--- config.mk ---
export PLATFORM = sky130hd
export DESIGN_NAME = dmem_mmio_flat
export DESIGN_NICKNAME = d
export VERILOG_FILES = /design/src/rtl/dmem_mmio_if.sv /design/src/rtl/dmem_mmio.sv /design/src/flat_wrapper.sv
export SDC_FILE = /design/constraint.sdc
export NUM_CORES = 2
export LEC_CHECK = 0
export CORE_MARGIN = 1
export CORE_UTILIZATION = 31
export CTS_CLUSTER_DIAMETER = 50
export DETAILED_ROUTE_END_ITERATION = 6
export PLACE_DENSITY = 0.52
export SYNTH_ARGS = -nofsm -noshare
export SYNTH_HDL_FRONTEND = slang
export SYNTH_SLANG_ARGS = --single-unit
export TNS_END_PERCENT = 1
--- constraint.sdc ---
create_clock -name clk -period 3.45 [get_ports clk]
set_clock_uncertainty 0.05 [all_clocks]
set_input_delay 0.69 -clock clk [delete_from_list [all_inputs] [get_ports clk]]
set_output_delay 0.69 -clock clk [all_outputs]
set_load 0.02 [all_outputs]
--- src/rtl/dmem_mmio_if.sv ---
// Bus between the single-cycle datapath / output consumer and dmem_mmio.
// master: datapath plus consumer side. slave: the memory responder.
interface dmem_mmio_if;
    logic        mem_write;
    logic [31:0] addr;
    logic [31:0] wdata;
    logic [31:0] rdata;
    logic [31:0] out_data;
    logic        out_valid;
    logic        out_ready;
    logic        irq;

    modport master (
        output mem_write, addr, wdata, out_ready,
        input  rdata, out_data, out_valid, irq
    );

    modport slave (
        input  mem_write, addr, wdata, out_ready,
        output rdata, out_data, out_valid, irq
    );
endinterface

--- src/rtl/dmem_mmio.sv ---
// dmem_mmio: word RAM plus an MMIO page (TIMER, CMP, STATUS, output FIFO).
// Loads are combinational from addr; stores take effect on the rising clock edge.
// Optional feature macro: DMEM_TIMER_EN enables the free-running timer, the
// compare register, the match flag and irq. Without it they read 0 and irq is 0.
module dmem_mmio #(
    parameter int unsigned DEPTH      = 64,
    parameter int unsigned FIFO_DEPTH = 4,
    parameter logic [31:0] MMIO_BASE  = 32'hFFFF_0000
) (
    input  logic       clk,
    input  logic       rst,
    dmem_mmio_if.slave bus
);
    localparam int unsigned AW = $clog2(DEPTH);
    localparam int unsigned PW = $clog2(FIFO_DEPTH);
    localparam int unsigned CW = PW + 1;
    localparam logic [CW-1:0] FULL_CNT   = CW'(FIFO_DEPTH);
    localparam logic [9:0]    OFF_TIMER  = 10'd0;
    localparam logic [9:0]    OFF_CMP    = 10'd1;
    localparam logic [9:0]    OFF_STATUS = 10'd2;
    localparam logic [9:0]    OFF_FIFO   = 10'd3;

    // Address decode: RAM sits at the bottom of the map, MMIO is one 4 KiB page.
    logic          is_ram_s;
    logic          is_mmio_s;
    logic [9:0]    mmio_off_s;
    logic [AW-1:0] ram_idx_s;
    logic [1:0]    unused_addr_s;

    assign is_ram_s      = (bus.addr[31:AW+2] == {(30-AW){1'b0}});
    assign is_mmio_s     = (bus.addr[31:12] == MMIO_BASE[31:12]);
    assign mmio_off_s    = bus.addr[11:2];
    assign ram_idx_s     = bus.addr[AW+1:2];
    assign unused_addr_s = bus.addr[1:0];

    logic wr_ram_s;
    logic wr_status_s;
    logic push_s;
    logic oor_s;

    assign wr_ram_s    = bus.mem_write && is_ram_s;
    assign wr_status_s = bus.mem_write && !is_ram_s && is_mmio_s && (mmio_off_s == OFF_STATUS);
    assign push_s      = bus.mem_write && !is_ram_s && is_mmio_s && (mmio_off_s == OFF_FIFO);
    assign oor_s       = bus.mem_write && !is_ram_s && !is_mmio_s;

    // ------------------------------------------------------------------
    // Word RAM (contents deliberately not reset)
    // ------------------------------------------------------------------
    logic [31:0] ram_q [DEPTH];

    // RAM store port
    always_ff @(posedge clk) begin
        if (wr_ram_s) begin
            ram_q[ram_idx_s] <= bus.wdata;
        end
    end

    // ------------------------------------------------------------------
    // Output FIFO
    // ------------------------------------------------------------------
    logic [31:0]   fifo_q [FIFO_DEPTH];
    logic [PW-1:0] wr_ptr_q, wr_ptr_d;
    logic [PW-1:0] rd_ptr_q, rd_ptr_d;
    logic [CW-1:0] count_q, count_d;
    logic          full_s;
    logic          empty_s;
    logic          pop_s;
    logic          push_ok_s;

    assign full_s    = (count_q == FULL_CNT);
    assign empty_s   = (count_q == {CW{1'b0}});
    assign pop_s     = !empty_s && bus.out_ready;
    // A push into a full FIFO still fits when the head leaves in the same cycle.
    assign push_ok_s = push_s && (!full_s || pop_s);

    // FIFO entry storage; only the slot under the write pointer changes
    always_ff @(posedge clk) begin
        if (push_ok_s) begin
            fifo_q[wr_ptr_q] <= bus.wdata;
        end
    end

    // FIFO pointer and occupancy next state
    always_comb begin
        wr_ptr_d = wr_ptr_q;
        rd_ptr_d = rd_ptr_q;
        count_d  = count_q;
        if (push_ok_s) begin
            wr_ptr_d = wr_ptr_q + PW'(1'b1);
        end else begin
            wr_ptr_d = wr_ptr_q;
        end
        if (pop_s) begin
            rd_ptr_d = rd_ptr_q + PW'(1'b1);
        end else begin
            rd_ptr_d = rd_ptr_q;
        end
        case ({push_ok_s, pop_s})
            2'b10:   count_d = count_q + CW'(1'b1);
            2'b01:   count_d = count_q - CW'(1'b1);
            default: count_d = count_q;
        endcase
    end

    // ------------------------------------------------------------------
    // Timer / compare
    // ------------------------------------------------------------------
    logic [31:0] timer_rd_s;
    logic [31:0] cmp_rd_s;
    logic        match_set_s;

`ifdef DMEM_TIMER_EN
    logic [31:0] timer_q, timer_d;
    logic [31:0] cmp_q, cmp_d;
    logic        wr_timer_s;
    logic        wr_cmp_s;

    assign wr_timer_s  = bus.mem_write && !is_ram_s && is_mmio_s && (mmio_off_s == OFF_TIMER);
    assign wr_cmp_s    = bus.mem_write && !is_ram_s && is_mmio_s && (mmio_off_s == OFF_CMP);
    assign match_set_s = (timer_q == cmp_q);
    assign timer_rd_s  = timer_q;
    assign cmp_rd_s    = cmp_q;

    // Timer increments every cycle; a software load takes priority
    always_comb begin
        timer_d = timer_q + 32'd1;
        cmp_d   = cmp_q;
        if (wr_timer_s) begin
            timer_d = bus.wdata;
        end else begin
            timer_d = timer_q + 32'd1;
        end
        if (wr_cmp_s) begin
            cmp_d = bus.wdata;
        end else begin
            cmp_d = cmp_q;
        end
    end

    // Timer and compare registers
    always_ff @(posedge clk or negedge rst) begin
        if (!rst) begin
            timer_q <= 32'd0;
            cmp_q   <= 32'd0;
        end else begin
            timer_q <= timer_d;
            cmp_q   <= cmp_d;
        end
    end
`else
    assign match_set_s = 1'b0;
    assign timer_rd_s  = 32'd0;
    assign cmp_rd_s    = 32'd0;
`endif

    // ------------------------------------------------------------------
    // Sticky status bits: setting beats a write-1-to-clear in the same cycle
    // ------------------------------------------------------------------
    logic match_q, match_d;
    logic err_q, err_d;
    logic ovf_q, ovf_d;

    assign match_d = match_set_s | (match_q & ~(wr_status_s & bus.wdata[0]));
    assign err_d   = oor_s | (err_q & ~(wr_status_s & bus.wdata[3]));
    assign ovf_d   = (push_s & full_s & ~pop_s) | (ovf_q & ~(wr_status_s & bus.wdata[4]));

    // FIFO bookkeeping and sticky flags, cleared asynchronously by reset
    always_ff @(posedge clk or negedge rst) begin
        if (!rst) begin
            wr_ptr_q <= {PW{1'b0}};
            rd_ptr_q <= {PW{1'b0}};
            count_q  <= {CW{1'b0}};
            match_q  <= 1'b0;
            err_q    <= 1'b0;
            ovf_q    <= 1'b0;
        end else begin
            wr_ptr_q <= wr_ptr_d;
            rd_ptr_q <= rd_ptr_d;
            count_q  <= count_d;
            match_q  <= match_d;
            err_q    <= err_d;
            ovf_q    <= ovf_d;
        end
    end

    // ------------------------------------------------------------------
    // Load path
    // ------------------------------------------------------------------
    logic [31:0] status_s;
    logic [31:0] rdata_s;

    assign status_s = {20'd0, 4'(count_q), 3'd0, ovf_q, err_q, empty_s, full_s, match_q};

    // Combinational load mux; forced to 0 while reset is asserted
    always_comb begin
        rdata_s = 32'd0;
        if (!rst) begin
            rdata_s = 32'd0;
        end else if (is_ram_s) begin
            rdata_s = ram_q[ram_idx_s];
        end else if (is_mmio_s) begin
            case (mmio_off_s)
                OFF_TIMER:  rdata_s = timer_rd_s;
                OFF_CMP:    rdata_s = cmp_rd_s;
                OFF_STATUS: rdata_s = status_s;
                default:    rdata_s = 32'd0;
            endcase
        end else begin
            rdata_s = 32'd0;
        end
    end

    assign bus.rdata     = rdata_s;
    assign bus.out_valid = !empty_s;
    assign bus.out_data  = empty_s ? 32'd0 : fifo_q[rd_ptr_q];
    assign bus.irq       = match_q;
endmodule

--- src/flat_wrapper.sv ---
// flat-port wrapper written by rule: the top's interface ports become plain ports
module dmem_mmio_flat 
#(
    parameter int unsigned DEPTH      = 64,
    parameter int unsigned FIFO_DEPTH = 4,
    parameter logic [31:0] MMIO_BASE  = 32'hFFFF_0000
)
  (clk, rst, bus_mem_write, bus_addr, bus_wdata, bus_out_ready, bus_rdata, bus_out_data, bus_out_valid, bus_irq);
  dmem_mmio_if bus_i ();
  input  logic clk;
  input  logic rst;
  input wire logic [$bits(bus_i.mem_write)-1:0] bus_mem_write;
  input wire logic [$bits(bus_i.addr)-1:0] bus_addr;
  input wire logic [$bits(bus_i.wdata)-1:0] bus_wdata;
  input wire logic [$bits(bus_i.out_ready)-1:0] bus_out_ready;
  output wire logic [$bits(bus_i.rdata)-1:0] bus_rdata;
  output wire logic [$bits(bus_i.out_data)-1:0] bus_out_data;
  output wire logic [$bits(bus_i.out_valid)-1:0] bus_out_valid;
  output wire logic [$bits(bus_i.irq)-1:0] bus_irq;
  assign bus_i.mem_write = bus_mem_write;
  assign bus_i.addr = bus_addr;
  assign bus_i.wdata = bus_wdata;
  assign bus_i.out_ready = bus_out_ready;
  assign bus_rdata = bus_i.rdata;
  assign bus_out_data = bus_i.out_data;
  assign bus_out_valid = bus_i.out_valid;
  assign bus_irq = bus_i.irq;
  dmem_mmio #(.DEPTH(DEPTH), .FIFO_DEPTH(FIFO_DEPTH), .MMIO_BASE(MMIO_BASE)) u_core (.clk(clk), .rst(rst), .bus(bus_i));
endmodule
# After elaboration in Yosys (flattened, before gate mapping)
# Memory sizes are Yosys's and may differ from the RTL's.
# Cells that the tools add are included.
# op_classes
n_reduce_logical,16
muxes,10
n_eq_ne,6
n_addsub,4
bitwise,14
# op_table
operator,n
two-way mux 32 bit,3
logical NOT 24 bit,1
two-way mux 11 bit,2
"equality test 10 x 2 -> 1 bit, second input constant",2
"equality test 20 bit, second input constant",1
bitwise AND 1 bit,8
logical AND 1 bit,8
one-hot mux 3 bit (2 select lines),1
"adder 2 x 1 -> 2 bit, second input constant",2
logical NOT 1 bit,4
two-way mux 1 bit,4
NOT 1 bit,4
"adder 3 x 1 -> 3 bit, second input constant",1
"equality test 3 bit, second input constant",1
logical NOT 3 bit,1
"subtractor 3 x 1 -> 3 bit, second input constant",1
"equality test 2 x 1 -> 1 bit, second input constant",1
"equality test 2 bit, second input constant",1
OR 1 bit,2
nonzero test 2 bit,1
logical OR 1 bit,1
# word_totals
ramBits,2176
regBits,10
in_bits,68
memories,2
# memory_table
name,depth,width,read_ports,rd_clocked_by_memory_dff,wr,line,source
u_core.ram_q,64,32,1,0,1,dmem_mmio.sv:49,logic [31:0] ram_q [DEPTH];
u_core.fifo_q,4,32,1,0,1,dmem_mmio.sv:61,logic [31:0] fifo_q [FIFO_DEPTH];

# Longest topological paths before layout
# depth
word_depth,9
depth_mapped,12
ltp_nobuf,9

# Least setup slack after synthesis
# Ideal clock, no wire load.
# synth_path
path_kind,input to register
from,in bus_addr[4]
to,"mem u_core.ram_q[0][0], enable pin"
path_slack_ns,-0.412
n_path_buf,4
t_required_ns,2.979
arrival_time_ns,3.391
cell_stages,7
setup_time_ns,0.421
path_cell_list,buf_6 buf_4 inv_2 buf_1 clkbuf_1 nand4_1 nor2_1
# synth_rtl
element,line,source
from (decl),flat_wrapper.sv:13,input wire logic [$bits(bus_i.addr)-1:0] bus_addr;
to (decl),dmem_mmio.sv:49,
# No word-level cell before the write port.

# Worst setup path in the final report
# layout_path
from,in bus_addr[2]
to,out bus_rdata[21]
# layout_via
elab_chain_len,3
# layout_rtl
element,line,source
memory (64 x 32 bit),-,
two-way mux 32 bit,dmem_mmio.sv:199,end else if (is_ram_s) begin
two-way mux 32 bit,dmem_mmio.sv:197,if (!rst) begin
to (decl),flat_wrapper.sv:16,output wire logic [$bits(bus_i.rdata)-1:0] bus_rdata;
# Every way passes these cells.

==> impl_results.md <==
* Hold WC Path Type: primary input to flop
* CP Cell Sequence: buf_16, buf_12, buf_4, inv_8, buf_16, nand2_1, o22ai_1, o21ai_0, and3_1, a31oi_1, buf_4, buf_12
* Slew @ Worst Pin at 1240 ps
* # H-tree levels at 5
* Hold Vio Cnt, Final at 0
* Minimum clock period at 4130 ps
* Mapped Area at 0.0843 mm2
* Vias in the first global route at 50100
* Pint at 47.3 mW
* Average wire per standard cell at 35.2 um
* CP arrival at 3390 ps
* Layout cells sized above 1 at 33.6%
* Violated checks: setup timing
* Net Sw Frac at 23.0%
* Initial Util at 31.2%
* # clock sinks at 2186
* First-pass GRT wire length at 430 mm
* Post-synth EDFFs at 2176
* IO Pins at 134
* Chip Height at 524 um
* CP endpoint kind: output port
* R2R setup slack at 930 ps
* Pwr Total at 61.3 mW
* Synthesized flop and latch total at 2186
* Final setup fails at 32
* Average vias per placed instance at 5.65
* Most common cell after layout, fill and taps aside: edfxtp_1
* Slowest-stage cell, CP: o22ai_1
* Pin count of the biggest net entering global routing at 69
* Comb pwr share at 8.6%
* Die area at 0.274 mm2
* Layout area overhead at 27.9%
* Leakage at 35.5 nW
* Mapped Cells at 4363
* Final nets at 5406
* FMAX at 0.242 GHz
* Seq/Total Area, Yosys at 77.8%
* Maximum VDD drop at 0.000436 V
* Core Region at 0.271 mm2
* GRT Residual Overflow at 0
* Routed Antenna Nets at 0
* Clock Tree Root: clkbuf_16
* Period utilisation layout at 120%
* Unrepaired setup endpoints after global routing: true
* Synth async-reset ratio at 0.457%
* Most frequent cells in the layout: 2176 x edfxtp_1, 585 x buf_4, 279 x clkbuf_16
* Final WL at 320 mm
* Synth warnings at 0
* Max Cap Violations at 0
* Crit-path leading delay family: buffers and inverters
* CP startpoint kind: primary input
* Rel. slew slack at 17.1%
* Reg clk slew, reported paths at 60 ps
* Rows at 191
* Port Buffer Count at 131
* Worst r2r dst: u_core.count_q[1]
* 1st-pass router iterations at 7
* Initial antenna violation count at 34
* Mean Syn Cell Area at 19.3 um2
* R2r startpoint: u_core.count_q[1]
* Total GRT Usage at 23.0%
* Critical path fanouts, max at 17
* Reg2Reg Depth at 7
* Pwr dens at 569 mW/mm2
* Iter 0 DRT Violations at 7274
* Hold Worst Slack at 45.7 ps
* Clock share of power at 43.7%
* Seq pwr share at 47.8%
* CTS Buffer Depth at 4
* Critical Path Start: bus_addr[2]
* CTS tree: done
* DRC at 0
* Worst path depth at 12
* Crit path required time at 2710 ps
* Psw at 14.1 mW
* Primary FF master, synth: edfxtp_1
* Chip Width at 524 um
* Slew Limit Fails at 0
* Unique masters post-synth at 71
* DP HPWL at 209 mm
* Slowest stage delay, CP at 620 ps
* Total CTS buffers at 274
* Via count at 51400
* Final GP Congestion at 0.893
* Mapped Nets at 4436
* Critical path class: primary input to output port
* Skew-Pair Late Insertion Delay at 900 ps
* Run status: finished with violations
* Crit path to: bus_rdata[21]
* Buf/Inv on CP at 7
* Final setup margin at -676 ps
[Yosys cell counts, types with 8 or more instances]
library cell / count / area share (%)
a21oi_1: 85 / 0.50
a221o_1: 37 / 0.44
a221oi_1: 235 / 2.4
a222oi_1: 19 / 0.23
a22o_1: 25 / 0.26
a22oi_1: 134 / 1.2
a31oi_1: 22 / 0.16
and2_1: 45 / 0.33
and3_1: 10 / 0.074
buf_1: 15 / 0.067
buf_2: 111 / 0.66
buf_4: 39 / 0.35
buf_6: 25 / 0.33
clkbuf_1: 107 / 0.48
dfrtp_1: 10 / 0.30
edfxtp_1: 2176 / 77
mux2_1: 14 / 0.19
mux2_2: 148 / 2.0
mux2i_1: 216 / 2.6
mux4_2: 201 / 5.4
nand2_1: 133 / 0.59
nand2b_1: 8 / 0.059
nand3_1: 16 / 0.095
nand4_1: 12 / 0.089
nor2_1: 169 / 0.75
nor2b_1: 9 / 0.067
nor3_1: 8 / 0.047
o211ai_1: 8 / 0.071
o21ai_0: 53 / 0.31
o221ai_1: 30 / 0.31
o22a_1: 21 / 0.22
o22ai_1: 104 / 0.77
o2bb2ai_1: 27 / 0.28
[flip-flops by register name, summed over array words and instances (netlist names)]
name             cells
u_core.ram_q      2048
u_core.rd_ptr_q      2
u_core.count_q       3
u_core.ovf_q         1
u_core.wr_ptr_q      2
u_core.bus.irq       1
u_core.fifo_q      128
u_core.err_q         1
[per-stage QoR]
step / setup TNS (ps) / utilization (%) / cell area (um2) / instances / worst slack [ps]
floorplan: -643940 / - / 84300 / 4363 / -412
global placement: -413340 / 36.4 / 98600 / 8619 / -1120
detailed placement: -596780 / 36.4 / 98600 / 8619 / -1090
CTS: -17220 / 39.7 / 108000 / 9074 / -696
global route: -16960 / 39.9 / 108000 / 9075 / -686
finish: -15900 / 39.9 / 108000 / 9087 / -676
[worst reg2reg max path, stage by stage (launching register included)]
cell and delay (ps):
dfrtp_1 470, or3_1 470, buf_6 210, nand2_1 150, nor2_1 60, fa_1 470
a21o_1 170, a221o_1 340
[metal layers]
layer	up-vias	share of wire [%]	track usage, %
li1	20300	-	-
met1	27300	40	31.5
met2	3152	46	36.0
met3	628	10	4.64
met4	24	4.3	8.96
met5	-	0.045	0
[power groups by stage]
stage               combinational [mW]  sequential [mW]  clock, mW
CTS                               5.26             29.3       27.2
finish                            5.25             29.3       26.8
floorplan                         2.44             29.8          0
detailed placement                5.27             29.8          0
global placement                  5.24             29.8          0
global route                      5.50             29.3       28.1
[kinds of logic (layout without fill, tap and decap cells)]
| group | after synthesis | in the layout | synth area share (%) |
|---|---|---|---|
| flip-flops | 2186 | 2186 | 77.8 |
| AO/OA/AOI/OAI | 850 | 850 | 7.71 |
| multiplexers | 583 | 583 | 10.2 |
| AND/OR/NAND/NOR | 432 | 432 | 2.30 |
| buffers and inverters | 304 | 1445 | 1.91 |
| adder cells (fa/ha/maj) | 5 | 5 | 0.0831 |
| XOR/XNOR | 3 | 3 | 0.0312 |
| other | 0 | 13 | 0 |
[area by class of cell]
type | instances | area (um2)
Inverter | 7 | 41.3
Clock inverter | 130 | 1130
Sequential cell | 2186 | 65600
Multi-Input combinational cell | 1873 | 18300
Fill cell | 24300 | 163000
Timing Repair Buffer | 991 | 11100
Antenna cell | 13 | 32.5
Clock buffer | 317 | 7120
Tap cell | 3570 | 4470
[worst min-delay path by stage]
stage                       start              endpoint  cells past startpoint
floorplan                     rst        u_core.bus.irq                      0
global placement     u_core.ovf_q          u_core.ovf_q                      1
detailed placement   u_core.ovf_q          u_core.ovf_q                      1
CTS                 bus_wdata[22]  u_core.ram_q[10][22]                      1
global route        bus_wdata[22]  u_core.ram_q[10][22]                      1
finish              bus_wdata[22]  u_core.ram_q[10][22]                      1
[what timing repair did]
item	CTS	global route
hold endpoints to repair	2	0
setup endpoints to repair	65	54
pin swaps	21	22
resized for setup	151	96
setup buffers	8	0
hold buffers	1	0
Note: power is estimated with default switching activity, not from simulation.
